File: config.mk
export PLATFORM = sky130hd
export DESIGN_NAME = ps2_keyrx
export DESIGN_NICKNAME = d
export VERILOG_FILES = /design/src/rtl/ps2_pkg.sv /design/src/rtl/ps2_fifo.sv /design/src/rtl/ps2_keyrx.sv
export SDC_FILE = /design/constraint.sdc
export NUM_CORES = 1
export LEC_CHECK = 0
export CORE_MARGIN = 4
export CORE_UTILIZATION = 53
export DETAILED_ROUTE_END_ITERATION = 16
export GPL_ROUTABILITY_DRIVEN = 0
export GPL_TIMING_DRIVEN = 0
export HOLD_SLACK_MARGIN = 0.15
export PLACE_DENSITY = 0.71
export SYNTH_ARGS = -nofsm -noshare
export SYNTH_HDL_FRONTEND = slang
export SYNTH_SLANG_ARGS = --single-unit
File: constraint.sdc
create_clock -name clk -period 2.96 [get_ports clk]
set_clock_uncertainty 0.1 [all_clocks]
set_input_delay 0.592 -clock clk [delete_from_list [all_inputs] [get_ports clk]]
set_output_delay 0.592 -clock clk [all_outputs]
set_load 0.02 [all_outputs]
File: src/rtl/ps2_pkg.sv
// Shared types and constants for the PS/2 keyboard receiver.
package ps2_pkg;

   typedef enum logic [1:0] {
      ST_IDLE,
      ST_DATA,
      ST_PARITY,
      ST_STOP
   } ps2_state_t;

   localparam logic [7:0] PS2_PFX_EXT = 8'hE0;
   localparam logic [7:0] PS2_PFX_BRK = 8'hF0;

   typedef struct packed {
      logic       ext;
      logic       brk;
      logic [7:0] code;
   } ps2_entry_t;

endpackage

File: src/rtl/ps2_fifo.sv
// Synchronous show-ahead FIFO of scan-code entries; head is visible on dout
// whenever the FIFO is not empty. DEPTH must be a power of two.
module ps2_fifo
   import ps2_pkg::*;
#(
   parameter int DEPTH = 8
) (
   input  logic                           clk,
   input  logic                           rst_l,
   input  logic                           push,
   input  ps2_entry_t                     din,
   input  logic                           pop,
   output ps2_entry_t                     dout,
   output logic                           full,
   output logic                           empty,
   output logic [$clog2(DEPTH+1)-1:0]     count
);

   localparam int AW = $clog2(DEPTH);
   localparam int CW = $clog2(DEPTH+1);

   ps2_entry_t       mem [DEPTH];
   logic [AW-1:0]    wr_ptr;
   logic [AW-1:0]    rd_ptr;
   logic             push_ok;
   logic             pop_ok;

   assign full    = (count == CW'(DEPTH));
   assign empty   = (count == '0);
   // A pop frees a slot in the same cycle, so a push into a full FIFO still
   // lands when the consumer is draining.
   assign pop_ok  = pop & ~empty;
   assign push_ok = push & (~full | pop_ok);
   assign dout    = mem[rd_ptr];

   // Storage, pointers and occupancy.
   always_ff @(posedge clk or negedge rst_l) begin
      if (!rst_l) begin
         for (int i = 0; i < DEPTH; i++) mem[i] <= '0;
         wr_ptr <= '0;
         rd_ptr <= '0;
         count  <= '0;
      end else begin
         if (push_ok) begin
            mem[wr_ptr] <= din;
            wr_ptr      <= wr_ptr + AW'(1);
         end
         if (pop_ok) rd_ptr <= rd_ptr + AW'(1);
         case ({push_ok, pop_ok})
            2'b10:   count <= count + CW'(1);
            2'b01:   count <= count - CW'(1);
            default: count <= count;
         endcase
      end
   end

endmodule

File: src/rtl/ps2_keyrx.sv
// PS/2 keyboard receiver: pin synchronisers, clock glitch filter, frame FSM
// with parity/stop checks, idle watchdog and a buffered scan-code stream.
// Optional macro PS2_MAKEBREAK_EN folds E0/F0 prefixes into ext/brk flags.
//
// state     | meaning
// ST_IDLE   | waiting for a start bit (sample 0)
// ST_DATA   | shifting in 8 data bits, LSB first
// ST_PARITY | capturing the parity bit, computing odd-parity result
// ST_STOP   | checking the stop bit, completing or discarding the byte
module ps2_keyrx
   import ps2_pkg::*;
#(
   parameter int FILTER_LEN  = 8,
   parameter int TIMEOUT_CYC = 50000,
   parameter int FIFO_DEPTH  = 8
) (
   input  logic                              clk,
   input  logic                              rst_l,
   input  logic                              ps2_clk,
   input  logic                              ps2_data,
   output logic                              key_valid,
   input  logic                              key_ready,
   output logic [7:0]                        key_code,
   output logic                              key_ext,
   output logic                              key_brk,
   output logic                              parity_err,
   output logic                              frame_err,
   output logic                              overflow,
   output logic [$clog2(FIFO_DEPTH+1)-1:0]   fifo_count
);

   localparam int FW = $clog2(FILTER_LEN+1);
   localparam int WW = $clog2(TIMEOUT_CYC+1);

   logic           clk_s1, clk_s2, dat_s1, dat_s2;
   logic [FW-1:0]  filt_cnt;
   logic           fclk, fclk_d, fall;
   ps2_state_t     state, state_nx;
   logic [2:0]     bit_cnt;
   logic [7:0]     shreg;
   logic           par_ok;
   logic [WW-1:0]  wd_cnt;
   logic           timeout, stop_hit, abort;
   logic           byte_ok, perr_c, ferr_c;
   logic           push, pop, full, empty;
   ps2_entry_t     entry, head;

   // Two-flop synchronisers; lines idle high.
   always_ff @(posedge clk or negedge rst_l) begin
      if (!rst_l) begin
         clk_s1 <= 1'b1;
         clk_s2 <= 1'b1;
         dat_s1 <= 1'b1;
         dat_s2 <= 1'b1;
      end else begin
         clk_s1 <= ps2_clk;
         clk_s2 <= clk_s1;
         dat_s1 <= ps2_data;
         dat_s2 <= dat_s1;
      end
   end

   // Clock filter: fclk follows only after FILTER_LEN equal differing samples.
   always_ff @(posedge clk or negedge rst_l) begin
      if (!rst_l) begin
         filt_cnt <= '0;
         fclk     <= 1'b1;
         fclk_d   <= 1'b1;
      end else begin
         fclk_d <= fclk;
         if (clk_s2 == fclk) begin
            filt_cnt <= '0;
         end else if (filt_cnt == FW'(FILTER_LEN-1)) begin
            fclk     <= clk_s2;
            filt_cnt <= '0;
         end else begin
            filt_cnt <= filt_cnt + FW'(1);
         end
      end
   end

   assign fall    = fclk_d & ~fclk;
   // A fall in the same cycle counts as activity, so it wins over the watchdog.
   assign timeout = (state != ST_IDLE) && !fall && (wd_cnt == WW'(TIMEOUT_CYC-1));

   // Frame state register.
   always_ff @(posedge clk or negedge rst_l) begin
      if (!rst_l) state <= ST_IDLE;
      else        state <= state_nx;
   end

   // Next-state logic; advances only on fall, except the watchdog abort.
   always_comb begin
      state_nx = state;
      stop_hit = 1'b0;
      abort    = 1'b0;
      if (timeout) begin
         state_nx = ST_IDLE;
         abort    = 1'b1;
      end else if (fall) begin
         case (state)
            ST_IDLE:   if (!dat_s2) state_nx = ST_DATA;
            ST_DATA:   if (bit_cnt == 3'd7) state_nx = ST_PARITY;
            ST_PARITY: state_nx = ST_STOP;
            ST_STOP: begin
               state_nx = ST_IDLE;
               stop_hit = 1'b1;
            end
            default:   state_nx = ST_IDLE;
         endcase
      end
   end

   // Shift register, bit counter, parity result and watchdog counter.
   always_ff @(posedge clk or negedge rst_l) begin
      if (!rst_l) begin
         bit_cnt <= '0;
         shreg   <= '0;
         par_ok  <= 1'b0;
         wd_cnt  <= '0;
      end else begin
         if (fall) begin
            case (state)
               ST_IDLE:   bit_cnt <= '0;
               ST_DATA: begin
                  shreg   <= {dat_s2, shreg[7:1]};
                  bit_cnt <= bit_cnt + 3'd1;
               end
               ST_PARITY: par_ok <= ^{shreg, dat_s2};
               default:   ;
            endcase
         end
         if (fall || state == ST_IDLE) wd_cnt <= '0;
         else if (!timeout)            wd_cnt <= wd_cnt + WW'(1);
      end
   end

   assign byte_ok = stop_hit & par_ok & dat_s2;
   assign perr_c  = stop_hit & ~par_ok;
   assign ferr_c  = (stop_hit & ~dat_s2) | abort;
   assign pop     = key_valid & key_ready;

`ifdef PS2_MAKEBREAK_EN
   logic ext_pend, brk_pend, is_pfx;

   assign is_pfx = (shreg == PS2_PFX_EXT) || (shreg == PS2_PFX_BRK);
   assign push   = byte_ok & ~is_pfx;
   assign entry  = '{ext: ext_pend, brk: brk_pend, code: shreg};

   // Prefix flags wait for the next real scan code; framing trouble drops them.
   always_ff @(posedge clk or negedge rst_l) begin
      if (!rst_l) begin
         ext_pend <= 1'b0;
         brk_pend <= 1'b0;
      end else if (ferr_c) begin
         ext_pend <= 1'b0;
         brk_pend <= 1'b0;
      end else if (byte_ok) begin
         if (shreg == PS2_PFX_EXT)      ext_pend <= 1'b1;
         else if (shreg == PS2_PFX_BRK) brk_pend <= 1'b1;
         else begin
            ext_pend <= 1'b0;
            brk_pend <= 1'b0;
         end
      end
   end
`else
   assign push  = byte_ok;
   assign entry = '{ext: 1'b0, brk: 1'b0, code: shreg};
`endif

   // One-cycle error and overflow pulses.
   always_ff @(posedge clk or negedge rst_l) begin
      if (!rst_l) begin
         parity_err <= 1'b0;
         frame_err  <= 1'b0;
         overflow   <= 1'b0;
      end else begin
         parity_err <= perr_c;
         frame_err  <= ferr_c;
         overflow   <= push & full & ~pop;
      end
   end

   ps2_fifo #(.DEPTH(FIFO_DEPTH)) u_fifo (
      .clk   (clk),
      .rst_l (rst_l),
      .push  (push),
      .din   (entry),
      .pop   (pop),
      .dout  (head),
      .full  (full),
      .empty (empty),
      .count (fifo_count)
   );

   assign key_valid = ~empty;
   assign key_code  = head.code;
   assign key_ext   = head.ext;
   assign key_brk   = head.brk;

endmodule

# Yosys cells after proc, flatten, opt, wreduce, memory -nomap -nowiden
# Index checks and enable logic that the tools add are counted.
[op_classes] magnitude_cmp=3 eq_ne=13 n_reduce_logical=17 n_bitwise=21 mux=21 addsub=7
[ops] cell="$bwmux 80" count=1
[ops] cell="$mux 16" count=2
[ops] cell="$bmux 10 s3" count=1
[ops] cell="$demux 10 s3" count=1
[ops] cell="$mux 10" count=3
[ops] cell="$add 16x1->16 const B" count=1
[ops] cell="$eq 16x16->1 const B" count=1
[ops] cell="$and 1x1->1" count=10
[ops] cell="$add 3x1->3 const B" count=3
[ops] cell="$reduce_xor 9->1" count=1
[ops] cell="$add 4x1->4 const B" count=2
[ops] cell="$ge 4x4->1 const B" count=2
[ops] cell="$mux 2" count=4
[ops] cell="$mux 4" count=2
[ops] cell="$not 3->4" count=2
[ops] cell="$pmux 2 s4" count=1
[ops] cell="$pmux 4 s2" count=1
[ops] cell="$reduce_and 2->1" count=4
[ops] cell="$reduce_bool 2->1" count=4
[ops] cell="$not 1->1" count=7
[ops] cell="$eq 2x2->1 const B" count=3
[ops] cell="$ne 3x3->1 const B" count=2
[ops] cell="$pmux 3 s2" count=1
[ops] cell="$eq 2x1->1 const B" count=2
[ops] cell="other kinds (15)" count=21
[word_totals] ff_bits=133 input_bits=5 out_inout_bits=18 word_cells=124

# Logic depth before layout (Yosys ltp)
# Gate-level depths: netlist (run 1).
[depth] word_depth=11 ltp_mapped=11

# By module
# From an unflattened synthesis (run 1), not the netlist that was laid out.
[hier_totals] hier_cells=445 hier_area_um2=6319.8
[modules_own_cells] module="ps2_fifo" seq_area_each_um2=2252.2 area_each_um2=4310.4 cells_per_inst=266 n_inst=1
[modules_own_cells] module="ps2_keyrx" seq_area_each_um2=1083.5 area_each_um2=2009.4 cells_per_inst=179 n_inst=1

# Worst setup path before layout (run 1)
# OpenSTA, ideal clock, no wires.
[synth_path] path_kind="flip-flop to flip-flop" start="reg u_fifo.count[1]" end="reg u_fifo.count[2]" path_buffers=0 arrival_time_ns=2.264 setup_slack_ns=0.461 t_required_ns=2.725 path_stages_with_launch=12 period_less_slack_ns=2.499 cell_sequence="dfrtp_1 nor3_2 nand2b_1 nand2_1 inv_1 ha_1 xor2_1 ha_1 a21oi_1 xor2_1 nor2_1 xor2_1"
[synth_between] elab_chain_len=8 elab_cells_between_ends=14 classes_between="add/sub (2); eq/ne (3); mux (1); bitwise (6); reduce/logical (2)"
[synth_lines] item="start, declared" line="ps2_fifo.sv:16" text="output logic [$clog2(DEPTH+1)-1:0] count"
[synth_lines] item="start signal, assigned" line="ps2_fifo.sv:50" text="2'b10: count <= count + CW'(1);"
[synth_lines] item="start signal, assigned" line="ps2_fifo.sv:51" text="2'b01: count <= count - CW'(1);"
[synth_lines] item="start signal, assigned" line="ps2_fifo.sv:52" text="default: count <= count;"
[synth_lines] item="$logic_not 4->1 *" line="ps2_fifo.sv:29" text="assign empty = (count == '0);"
[synth_lines] item="$not 1->1 *" line="ps2_keyrx.sv:197" text="assign key_valid = ~empty;"
[synth_lines] item="named net key_valid" line="ps2_keyrx.sv:21" text="output logic key_valid,"
[synth_lines] item="$and 1x1->1" line="ps2_keyrx.sv:141" text="assign pop = key_valid & key_ready;"
[synth_lines] item="$and 1x1->1 *" line="ps2_fifo.sv:32" text="assign pop_ok = pop & ~empty;"
[synth_lines] item="named net u_fifo.pop_ok" line="ps2_fifo.sv:26" text="logic pop_ok;"
[synth_lines] item="$or 1x1->1" line="ps2_fifo.sv:33" text="assign push_ok = push & (~full | pop_ok);"
[synth_lines] item="$and 1x1->1" line="ps2_fifo.sv:33"
[synth_lines] item="$eq 2x1->1 / $eq 2x2->1 (equally long branches)" line="ps2_fifo.sv:49" text="case ({push_ok, pop_ok})"
[synth_lines] item="$pmux 4 s2 / $reduce_bool 2->1 (equally long branches)"
# Mark *: on every way through the listed nets, which the timed path passes. The rest lies on a longest branch.
# A chain may end at the register's enable or synchronous reset.

# Worst setup path in the final report (run 1)
[layout_path] start="reg u_fifo.rd_ptr[0]" end="out key_code[7]"
[layout_between] elab_chain_len=4
[layout_lines] item="start, declared" line="ps2_fifo.sv:24" text="logic [AW-1:0] rd_ptr;"
[layout_lines] item="start signal, assigned" line="ps2_fifo.sv:48" text="if (pop_ok) rd_ptr <= rd_ptr + AW'(1);"
[layout_lines] item="$not 3->4 (not written as such)" line="ps2_fifo.sv:34" text="assign dout = mem[rd_ptr];"
[layout_lines] item="$bmux 10 s3" line="ps2_fifo.sv:34"
[layout_lines] item="$mux 10 (not written as such) (2 in a row)" line="ps2_fifo.sv:34"
[layout_lines] item="end, declared" line="ps2_keyrx.sv:23" text="output logic [7:0] key_code,"
# Every way passes these cells. The select of a mux whose other input is x is not followed.

==> metrics.txt, run 1 <==
worst hold-check path type flop to flop; max-capacitance violation count 0; first-pass iteration count of the detailed router 4; most used flip-flop cell after synthesis sky130_fd_sc_hd__dfrtp_1; pin count of the biggest net entering global routing roughly 100; most used standard cell by instance count after synthesis sky130_fd_sc_hd__dfrtp_1; post-DR vias/cell approximately 5.5; status finished clean; unrepaired setup endpoints after global routing false; Power, Total 4990 uW; fin. max-slew vios 0; share of power burned in the clock network 0.397; Combinational Power Share 0.220; post-route antenna net violation count 0; detailed placement HPWL between 6000 and 7000 um; final setup vio count 0; required time of the critical path 2.27 ns; clock period minus final worst setup slack a little under 3 ns; die outline width about 110 um; total detailed-routing wirelength about 10000 um; clock latency at the later pin of the worst-skew pair just over 0.5 ns; area delta synth->final 18.4%; routed len/inst roughly 17 um; total power divided by cell area between 700 and 800 nW/um2; Antenna Cells 0; clock edge transition at the registers on the reported setup and hold paths 0.05 ns; endpoint class of the critical path output port; CP Launch Type flop; data arrival time at the worst-slack endpoint between 2 and 2.5 ns; post-synthesis area per instance approximately 14 um2; Critical Setup Path Class flop to output port; Worst Max-Slew Pin Slew between 0.8 and 0.9 ns; Synth Register Bits roughly 120; detailed-route DRC error count 0; asr flop ratio synth 1.00; max-slew headroom at the worst pin 0.460; Seq/Total Area, Yosys 0.528; number of global-route vias before repair 3401; top-level port count 23; most used standard cells in the synthesized netlist 111 x sky130_fd_sc_hd__dfrtp_1, 84 x sky130_fd_sc_hd__mux2_2, 20 x sky130_fd_sc_hd__nor2_1; Final #Nets around 470; count of vias placed by the detailed router 3346; antenna violations before repair 0; drt first-iter violations 100; number of buffers on the longest clock path 2; first-pass GRT wire length approximately 17000 um; sequential group share of total power 0.383; synth top area cells sky130_fd_sc_hd__dfrtp_1 50%, sky130_fd_sc_hd__mux2_2 17%, sky130_fd_sc_hd__mux4_2 6.5%, sky130_fd_sc_hd__ha_1 2.9%, sky130_fd_sc_hd__dfstp_2 2.8%; Row Count 37; die extent in y approximately 110 um; root buffer cell sky130_fd_sc_hd__clkbuf_8; effective utilization at floorplan 0.540; number of hold violations in the final report 0; total die area around 12000 um2; library cell occupying the most area in the post-synthesis netlist sky130_fd_sc_hd__dfrtp_1; TritonCTS sink count between 100 and 150; count of flip-flops with a built-in enable after synthesis 0; IR Drop Worst-Case VDD about 0.00043 V; fraction of layout cells with a size suffix above 1 0.373; Fin Setup TNS 0 ns; global-route congestion overflow total 0; input/output buffers 20; highest fanout seen on the critical path 10; switching power total 1400 uW; Max Clk Rate roughly 350 MHz; clock tree from TritonCTS done; Post-Syn Area 5550 um2; synthesized instance count about 400; core area 10300 um2; leakage power total 0.00309 uW; period utilization 0.976; proportion of netlist area held by the largest area contributor 0.500; level count of the clock H-tree 4; fraction of the core area covered by cells at the end of the flow 0.640; post-synthesis cell type count 57; Total Routing Usage GR 0.188; Warnings, synthesis 0; TritonCTS Buffers 17; Net Sw Frac 0.281; internal power consumption about 3600 uW
per-stage QoR:
| stage | instances | setup WS [ns] | hold slack, ns | area (um2) |
|---|---|---|---|---|
| after floorplan | 410 | 0.461 | 0.196 | 5560 |
| after global placement | 566 | -3.19 | 0.246 | 5930 |
| after detailed placement | 567 | -0.370 | 0.249 | 5960 |
| after CTS | 602 | 0.00284 | 0.254 | 6600 |
| after global routing | 603 | 0.000749 | 0.260 | 6580 |
| final | 603 | 0.0706 | 0.253 | 6580 |
cells by family after synthesis:
kind of cell | share of synthesized area
adders and majority gates | 0.0293
xor gates and xnor gates | 0.0435
muxes | 0.237
and+or+nand+nor | 0.102
other | 0.000675
AOI/OAI and AO/OA | 0.0351
buffers and inverters | 0.0243
DFF | 0.528
critical path, stage by stage, from the launching register on:
cell and delay [ns]:
sky130_fd_sc_hd__dfrtp_1 0.37, sky130_fd_sc_hd__buf_8 0.12, sky130_fd_sc_hd__buf_12 0.15, sky130_fd_sc_hd__mux4_2 0.52, sky130_fd_sc_hd__mux2_2 0.27, sky130_fd_sc_hd__clkdlybuf4s15_2 0.25
power by group through the flow:
stage | registers, uW | logic [uW] | clock network [uW]
floorplan | 1910 | 759 | 0
global placement | 1910 | 1030 | 0
detailed placement | 1910 | 1060 | 0
CTS | 1910 | 1110 | 2020
global route | 1930 | 1230 | 2100
finish | 1910 | 1100 | 1980
final cells by class:
cell class                      count  area [um2]
Tap cell                          136         170
Multi-Input combinational cell    262        2490
Clock inverter                      8        96.3
Inverter                            8        30.0
Clock buffer                       24         490
Timing Repair Buffer               26         235
Buffer                             22         130
Sequential cell                   117        2940
Fill cell                         796        3700
sequential cells by signal, indices dropped and copies added, names as in the netlist:
register,cells
dat_s2,1
u_fifo.wr_ptr,3
u_fifo.mem,64
fclk_d,1
bit_cnt,3
par_ok,1
state,2
parity_err,1
frame_err,1
shreg,8
clk_s2,1
fclk,1
filt_cnt,4
wd_cnt,16
clk_s1,1
dat_s1,1
u_fifo.count,4
u_fifo.rd_ptr,3
overflow,1
cell usage in the layout (no fill, tap or decap), types with 6 or more instances in the layout:
| master | count |
|---|---|
| sky130_fd_sc_hd__clkdlybuf4s50_1 | 11 |
| sky130_fd_sc_hd__nand2_1 | 15 |
| sky130_fd_sc_hd__dfrtp_1 | 110 |
| sky130_fd_sc_hd__buf_4 | 8 |
| sky130_fd_sc_hd__mux4_2 | 16 |
| sky130_fd_sc_hd__nand3_1 | 8 |
| sky130_fd_sc_hd__clkbuf_2 | 7 |
| sky130_fd_sc_hd__a21oi_1 | 9 |
| sky130_fd_sc_hd__mux2_2 | 84 |
| sky130_fd_sc_hd__inv_1 | 8 |
| sky130_fd_sc_hd__clkbuf_8 | 6 |
| sky130_fd_sc_hd__xor2_1 | 7 |
| sky130_fd_sc_hd__ha_1 | 13 |
| sky130_fd_sc_hd__o21ai_0 | 8 |
| sky130_fd_sc_hd__nor2_1 | 20 |
| sky130_fd_sc_hd__xnor2_1 | 18 |
| sky130_fd_sc_hd__clkbuf_1 | 12 |
| sky130_fd_sc_hd__dfstp_2 | 6 |
| sky130_fd_sc_hd__clkbuf_16 | 16 |
per-layer routing:
layer  up-vias  wire (um)  track usage
li1       1583          -            -
met1      1688       4890        0.264
met2        55       4780        0.288
met3        20        253       0.0454
met4         0        200       0.0686
met5         -          0            0
final timing paths:
check	endpoint	slack, ns	start	cells after the start
max	key_code[7]	0.07	u_fifo.rd_ptr[0]$_DFFE_PN0P_	5
min	dat_s2$_DFF_PN1_	0.25	dat_s1$_DFF_PN1_	0
max reg2reg	u_fifo.count[2]$_DFFE_PN0P_	0.37	dat_s2$_DFF_PN1_	11
min reg2reg	dat_s2$_DFF_PN1_	0.25	dat_s1$_DFF_PN1_	0
max in group asynchronous	u_fifo.rd_ptr[1]$_DFFE_PN0P_	1.64	rst_l	3
min in group asynchronous	u_fifo.mem[40]$_DFFE_PN0P_	0.38	rst_l	2
timing repair:
| action | 4_1_cts | 5_1_grt |
|---|---|---|
| resized for setup | 27 | 8 |
| gates cloned | 0 | 0 |
| hold endpoints to repair | 15 | 0 |
| buffers inserted | 3 | 1 |
| endpoints found under the setup margin | 8 | 8 |
| hold buffers | 1 | 0 |
(Power assumes the default switching activity.)
==> inputs of run 2 (changes only) <==
--- a/config.mk
+++ b/config.mk
@@ -11,7 +11,7 @@
 export GPL_ROUTABILITY_DRIVEN = 0
 export GPL_TIMING_DRIVEN = 0
 export HOLD_SLACK_MARGIN = 0.15
-export PLACE_DENSITY = 0.71
+export PLACE_DENSITY = 0.72
 export SYNTH_ARGS = -nofsm -noshare
 export SYNTH_HDL_FRONTEND = slang
 export SYNTH_SLANG_ARGS = --single-unit
==> run 2 against run 1 <==
- sequential share of layout area increased by 0.060 points
- cell count decreased by 0.17%
- first-iteration DRC count increased by 9.0%
- non-clock buffer count decreased by 1
- critical path depth unchanged
- sequential power about the same
==> metrics.txt, run 2 (synthesis results as in run 1) <==
status finished clean; endpoint class of the critical path output port; routed len/inst 17.2 um; pin count of the biggest net entering global routing 82; post-route standard cell area excluding fillers around 6600 um2; unrepaired setup endpoints after global routing false; post-detailed-placement cell area ~6000 um2; max-capacitance violation count 0; area delta synth->final 18.2%; clock edge transition at the registers on the reported setup and hold paths approximately 0.050 ns; first-pass GRT wire length between 15000 and 20000 um; clock period minus final worst setup slack between 2 and 3 ns; Total Routing Usage GR 0.195; detailed-route DRC error count 0; number of buffer and inverter stages on the critical path 3; Cells after DPL 567; Antenna Cells 0; crit-path cells buf_8 -> buf_12 -> mux4_2 -> mux2_2 -> buf_2; global-route congestion overflow total 0; final setup vio count 0; slowest stage cell on the critical path sky130_fd_sc_hd__mux4_2; count of vias placed by the detailed router about 3400; max FFs per register 64; effective utilization at floorplan 0.540; Regs by FF count u_fifo.mem (64), wd_cnt (16), shreg (8); required time of the critical path 2.27 ns; final setup margin ~0.15 ns; core area 10300 um2; TritonCTS Buffers 17; post-place setup slack -0.380 ns; number of buffers on the longest clock path 2; filler cell count between 700 and 800; detailed placement HPWL ~6500 um; Final #Nets roughly 470; CP Launch Type flop; combined flip-flop and latch cell area approximately 2900 um2; data arrival time at the worst-slack endpoint around 2.1 ns; clock latency at the later pin of the worst-skew pair just over 0.5 ns; commonest non-fill, non-tap cell in the layout sky130_fd_sc_hd__dfrtp_1; drt first-iter violations 109; Row Count 37; register with the highest flop count u_fifo.mem; commonest non-fill, non-tap cells in the layout 110 x sky130_fd_sc_hd__dfrtp_1, 84 x sky130_fd_sc_hd__mux2_2, 20 x sky130_fd_sc_hd__nor2_1, 18 x sky130_fd_sc_hd__xnor2_1; Largest stage delay, worst path approximately 0.52 ns; antenna violations before repair 0; root buffer cell sky130_fd_sc_hd__clkbuf_8; Max Clk Rate between 300 and 400 MHz; IR Drop Worst-Case VDD 0.000399 V; dominant delay contributor by cell family on the critical path multiplexers; input/output buffers 20; Worst Max-Slew Pin Slew ~0.84 ns; number of hold violations in the final report 0; post-DR vias/cell approximately 5.6; period utilization 0.949; total power divided by cell area 766 nW/um2; max-slew headroom at the worst pin 0.437; top-level port count 23; worst hold-check path type flop to flop; highest fanout seen on the critical path 10; number of non-filler instances in the completed layout ~600; total die area between 10000 and 15000 um2; first-pass iteration count of the detailed router 4; post-route antenna net violation count 0; level count of the clock H-tree 4; area of the multi-input gates ~2500 um2; number of global-route vias before repair 3553; clock tree from TritonCTS done; Critical Setup Path Class flop to output port; fin. max-slew vios 0; fraction of layout cells with a size suffix above 1 0.369; total detailed-routing wirelength approximately 10000 um; die extent in y 110 um; TritonCTS sink count roughly 120; leakage power total around 0.003 uW; die outline width 110 um
[run 2: metal layers]
layer	vias to the layer above	share of wire	global-route usage
met1	1739	0.46	0.258
met3	14	0.029	0.0547
met5	-	0	0
met4	0	0.014	0.0774
li1	1582	-	-
met2	42	0.49	0.305
[run 2: final cells by class]
class	instances	share of cell area
multi-input cells	262	0.379
plain buffers	22	0.0198
clock buffers	23	0.0711
well taps	136	0.0259
flip-flops and latches	117	0.447
repair buffers	25	0.0337
clock inverters	9	0.0191
inverters	8	0.00457
[run 2: through the flow]
step / hold WS [ns] / total power, uW / utilization / TNS (ns)
floorplan: 0.196 / 2670 / - / 0
detailed placement: 0.248 / 2980 / 0.580 / -2.94
CTS: 0.256 / 5080 / 0.643 / 0
global route: 0.256 / 5310 / 0.639 / 0
finish: 0.255 / 5030 / 0.639 / 0
global placement: 0.246 / 2930 / 0.577 / -364.37
[run 2: path summary, 6_finish.rpt]
| kind | start | endpoint | slack [ns] | cells past startpoint |
|---|---|---|---|---|
| setup / recovery | u_fifo.rd_ptr[0]$_DFFE_PN0P_ | key_code[0] | 0.15 | 5 |
| hold / removal | clk_s1$_DFF_PN1_ | clk_s2$_DFF_PN1_ | 0.25 | 0 |
| hold reg to reg | clk_s1$_DFF_PN1_ | clk_s2$_DFF_PN1_ | 0.25 | 0 |
| max in group asynchronous | rst_l | u_fifo.mem[34]$_DFFE_PN0P_ | 1.61 | 3 |
| min in group asynchronous | rst_l | filt_cnt[0]$_DFF_PN0_ | 0.45 | 2 |
| setup reg to reg | dat_s2$_DFF_PN1_ | u_fifo.count[2]$_DFFE_PN0P_ | 0.38 | 11 |
[run 2: timing repair]
item                                    4_1_cts  5_1_grt
hold buffers                                  1        0
setup buffers                                 2        1
hold endpoints to repair                     36        0
pin swaps                                     0        0
resized for setup                            31        8
endpoints found under the setup margin        8        8
[run 2: power by group]
group | internal (uW) | switching, uW
registers | 1750 | 156
clock network | 1340 | 677
logic | 523 | 577
total | 3620 | 1410
